==> src/rtl/axi4_lite_pkg.sv <==
// axi4_lite_pkg: shared master FSM states, response encoding and beat-count helper
`timescale 1ns/1ps
package axi4_lite_pkg;
  typedef enum logic [2:0] {IDLE, WADDR, WRESP, RADDR, RDATA, DONE} master_state_t;
  localparam logic RESP_OK = 1'b1;
  function automatic int nb(input int sz, input int dsz);
    return 2 * sz / dsz;
  endfunction
endpackage

==> src/rtl/axi4_lite_mult_master.sv <==
// axi4_lite_mult_master: writes {b,a} bytewise over AXI4-Lite, reads back the 2*SZ-bit product; ports: clk/rst, start/a/b -> res/busy/done/err, AW/W/B/AR/R channels
`timescale 1ns/1ps
module axi4_lite_mult_master
  import axi4_lite_pkg::*;
#(
  parameter int SZ  = 32,
  parameter int ASZ = 4,
  parameter int DSZ = 8
) (
  input  logic             clk,
  input  logic             rst,
  input  logic             start,
  input  logic [SZ-1:0]    a,
  input  logic [SZ-1:0]    b,
  output logic [2*SZ-1:0]  res,
  output logic             busy,
  output logic             done,
  output logic             err,
  output logic [ASZ-1:0]   awaddr,
  output logic             awvalid,
  input  logic             awready,
  output logic [DSZ-1:0]   wdata,
  output logic             wvalid,
  input  logic             wready,
  input  logic             bresp,
  input  logic             bvalid,
  output logic             bready,
  output logic [ASZ-1:0]   araddr,
  output logic             arvalid,
  input  logic             arready,
  input  logic [DSZ-1:0]   rdata,
  input  logic             rvalid,
  output logic             rready,
  input  logic             rresp
);
  localparam int NB = nb(SZ, DSZ);
  localparam int IW = $clog2(NB);
  master_state_t state, nxt;
  logic [IW-1:0] idx;
  logic [2*SZ-1:0] op;
  logic aw_ok, w_ok, aw_hs, w_hs, b_hs, ar_hs, r_hs, last;
  assign awvalid = state == WADDR && !aw_ok;
  assign wvalid  = state == WADDR && !w_ok;
  assign bready  = state == WRESP;
  assign arvalid = state == RADDR;
  assign rready  = state == RDATA;
  assign busy    = state != IDLE && state != DONE;
  assign done    = state == DONE;
  assign awaddr  = ASZ'(idx);
  assign araddr  = ASZ'(idx);
  assign wdata   = op[idx*DSZ +: DSZ];
  assign aw_hs   = awvalid && awready;
  assign w_hs    = wvalid && wready;
  assign b_hs    = bvalid && bready;
  assign ar_hs   = arvalid && arready;
  assign r_hs    = rvalid && rready;
  assign last    = idx == IW'(NB - 1);
  always_comb begin
    nxt = state;
    case (state)
      IDLE:    nxt = start ? WADDR : IDLE;
      WADDR:   nxt = (aw_ok || aw_hs) && (w_ok || w_hs) ? WRESP : WADDR;
      WRESP:   nxt = b_hs ? (last ? RADDR : WADDR) : WRESP;
      RADDR:   nxt = ar_hs ? RDATA : RADDR;
      RDATA:   nxt = r_hs ? (last ? DONE : RADDR) : RDATA;
      default: nxt = IDLE;
    endcase
  end
  always_ff @(posedge clk or posedge rst) begin
    if (rst) begin
      state <= IDLE;
      idx   <= '0;
      op    <= '0;
      res   <= '0;
      err   <= 1'b0;
      aw_ok <= 1'b0;
      w_ok  <= 1'b0;
    end else begin
      state <= nxt;
      // AW and W complete independently; remember each until both are done
      aw_ok <= nxt == WADDR && (aw_ok || aw_hs);
      w_ok  <= nxt == WADDR && (w_ok || w_hs);
      if (state == IDLE && start) begin
        op  <= {b, a};
        err <= 1'b0;
        idx <= '0;
      end
      if (b_hs) begin
        err <= err | (bresp != RESP_OK);
        idx <= last ? '0 : idx + 1'b1;
      end
      if (r_hs) begin
        res[idx*DSZ +: DSZ] <= rdata;
        err <= err | (rresp != RESP_OK);
        idx <= last ? '0 : idx + 1'b1;
      end
    end
  end
endmodule

==> config.mk <==
export PLATFORM = sky130hd
export DESIGN_NAME = axi4_lite_mult_master
export DESIGN_NICKNAME = d
export VERILOG_FILES = /design/src/rtl/axi4_lite_pkg.sv /design/src/rtl/axi4_lite_mult_master.sv
export SDC_FILE = /design/constraint.sdc
export NUM_CORES = 1
export LEC_CHECK = 0
export ABC_AREA = 0
export CAP_MARGIN = 30
export CORE_ASPECT_RATIO = 0.9
export CORE_MARGIN = 1.5
export CORE_UTILIZATION = 40
export CTS_CLUSTER_DIAMETER = 60
export CTS_CLUSTER_SIZE = 12
export DETAILED_ROUTE_END_ITERATION = 16
export GPL_TIMING_DRIVEN = 1
export HOLD_SLACK_MARGIN = 0.05
export PLACE_DENSITY = 0.69
export SLEW_MARGIN = 25
export SYNTH_ARGS = -nofsm -noshare
export SYNTH_HDL_FRONTEND = slang
export SYNTH_SLANG_ARGS = --single-unit
==> constraint.sdc <==
create_clock -name clk -period 6.33 [get_ports clk]
set_clock_uncertainty 0.15 [all_clocks]
set_input_delay 1.266 -clock clk [delete_from_list [all_inputs] [get_ports clk]]
set_output_delay 1.266 -clock clk [all_outputs]
set_load 0.02 [all_outputs]
==> flow_summary.toml <==
[yosys]
synth_xor_area_frac = 0
async_flop_share = 1.00
synthCells = 553
synth_top_area_share = 0.559
synth-edff-count = 0
synth.distinct_cells = 47
synth_compound_area_frac = 0.0173
avgSynthCellArea_sq_um = 11.1
synth_top_family_by_area = "simple AND/OR/NAND/NOR gates"
synthSimpleGateAreaFrac = 0.204
seq_area_frac_synth = 0.559
synth.largest_area_cell = "dfrtp_1"
synth-seq-cells = 137
syn-cell-area_sq_mm = 0.00614
dominantRegCellSynth = "dfrtp_1"
synthMuxAreaShare = 0.181
ys_top_cells_by_area = "dfrtp_1 56%, nand2_1 14%, mux2_2 10%"
synth_fa_ha_area_frac = 0.00815
synth_warnings = 0

[layout]
design_area_sq_mm = 0.00854
layout-drive-gt1-share = 0.175
syn2layout_area_growth_pct = 39.2
final_cells = 923
final_common_cell = "nand2_1"
finalCoreUtilization = 0.574
layout.nets = 798
n_antenna_cell = 0
layout_common_cells = "221 x nand2_1, 167 x clkdlybuf4s50_1, 137 x dfrtp_1"

[placed_design]
portBuffers = 167
dp_cells = 891
dp_hpwl_um = 11100
place_congestion = 0.859
post_dp_cell_area_sq_mm = 0.00794
place_ws_ps = 2700

[clock_tree]
ctsResizeCount = 0
clock_tree.buffer_depth = 2
clk_latency_ps = 420
cts_tree = "yes"
post_cts_buffers = 0
cts_sinks = 137
h-tree-depth = 4
path_clk_slew_ps = 50
cts_root_buffer = "clkbuf_16"
cts_buffers = 17
cts_hold_buffers = 0

[critical_path]
slowest_delay_ps = 550
crit_slowest_cell = "mux4_2"
crit_top_cell = "nand2_1"
endpoint_kind = "output port"
cp.required_ps = 4910
cp.arrival_ps = 2510
cp-start-kind = "flip-flop"
critical_path.cell_chain = "buf_4, mux4_2, nand2_1, nand2_1, clkdlybuf4s50_1"
worstSetupPathType = "flip-flop to output port"
critPathMaxFanout = 22

[die]
dieHeight_um = 121
die_w_um = 134
placementRows = 42
dieArea_sq_mm = 0.0161
core-area_sq_mm = 0.0149
initial_core_util = 0.413
ios = 170

[global_routing]
use_met1 = 0.265
met2_usage = 0.329
grt_max_degree = 92
grt-busiest-layer = "met2"
grt_pass1_wl_um = 24900
globalRouteMet3Util = 0.0646
antenna_found_initial = 0
grtUsageTotal = 0.206
grt_overflow = 0
grt_pass1_vias = 4678

[power]
ir_worst_vdd_mv = 0.340
power.density_mw_per_mm2 = 409
power_leakage_nw = 4.06
p_total_mw = 3.50

[sta]
hold_viol_final = 0
finalMaxSlewViolations = 0
worstMarginPinSlew_ps = 836
fmax_mhz = 254
setup_viol = 0
rsz0062_at_grt = "false"
finalCritPeriodShare = 0.621
whs_ps = 323
layout_min_cycle_time_ps = 3930
fin_ws_ps = 2400
fin_tns_setup_ps = 0
slew_headroom = 0.443

[route]
drc = 0
wl_per_cell_um = 17.0
drtIter0Drc = 169
ant_nets = 0
wirelength_um = 15700
via_count = 4590
first_pass_iters = 4
vias_per_cell = 4.97

[flow_run]
cap_viol_max_count = 0

[status]
status = "finished clean"

[min_path]
hp-class = "flip-flop to flip-flop"
worst max-delay path, delay by kind of cell (launching register included):
kind / cells / cell delay [ps]
simple gates: 2 / 190
buf+inv: 2 / 910
mux: 1 / 550
flops: 1 / 430
flip-flops by register name, indices dropped and copies added, names as in the netlist:
name	flops
aw_ok	1
err	1
idx	3
op	64
res	64
state	3
w_ok	1
where the power goes:
part	internal [mW]	total (mW)	leakage, nW	switching, mW
Combinational	0.547	1.18	1.96	0.634
Sequential	1.11	1.32	1.80	0.201
Clock	0.641	0.999	0.293	0.358
per-layer routing:
layer,share of wire,vias to the layer above
met5,0,-
met4,0.020,0
met3,0.065,21
met2,0.48,188
met1,0.44,2236
li1,-,2145
area by class of cell:
class / count / area, sq um
Multi-Input combinational cell: 379 / 2530
Clock inverter: 6 / 85.1
Fill cell: 1255 / 6330
Inverter: 6 / 27.5
Clock buffer: 26 / 519
Tap cell: 198 / 248
Timing Repair Buffer: 171 / 1700
Sequential cell: 137 / 3430
cells in the mapped netlist, drive strengths merged, types with 2 or more instances:
cell / instances
a21oi: 4
and2: 19
buf: 20
clkbuf: 12
dfrtp: 137
ha: 4
inv: 5
mux2: 64
mux4: 16
nand2: 221
nand2b: 2
nand3b: 3
nor2: 8
nor2b: 4
nor3: 3
nor4: 4
o21ai: 2
o31ai: 3
or3b: 2
kinds of logic after synthesis:
group / Yosys count
buffers and inverters: 38
multiplexers: 80
flip-flops: 137
AO/OA/AOI/OAI: 16
AND/OR/NAND/NOR: 277
adder cells (fa/ha/maj): 4
other: 1
worst paths after layout:
kind | start | endpoint | slack [ps] | cells after the start
max | idx[0] | wdata[4] | 2400 | 5
min | op[21] | op[21] | 320 | 2
max reg2reg | idx[1] | res[26] | 2930 | 7
min reg2reg | op[21] | op[21] | 320 | 2
max in group asynchronous | rst | res[9] | 3680 | 3
min in group asynchronous | rst | res[41] | 1240 | 2
Power figures use the tool's default switching activity.
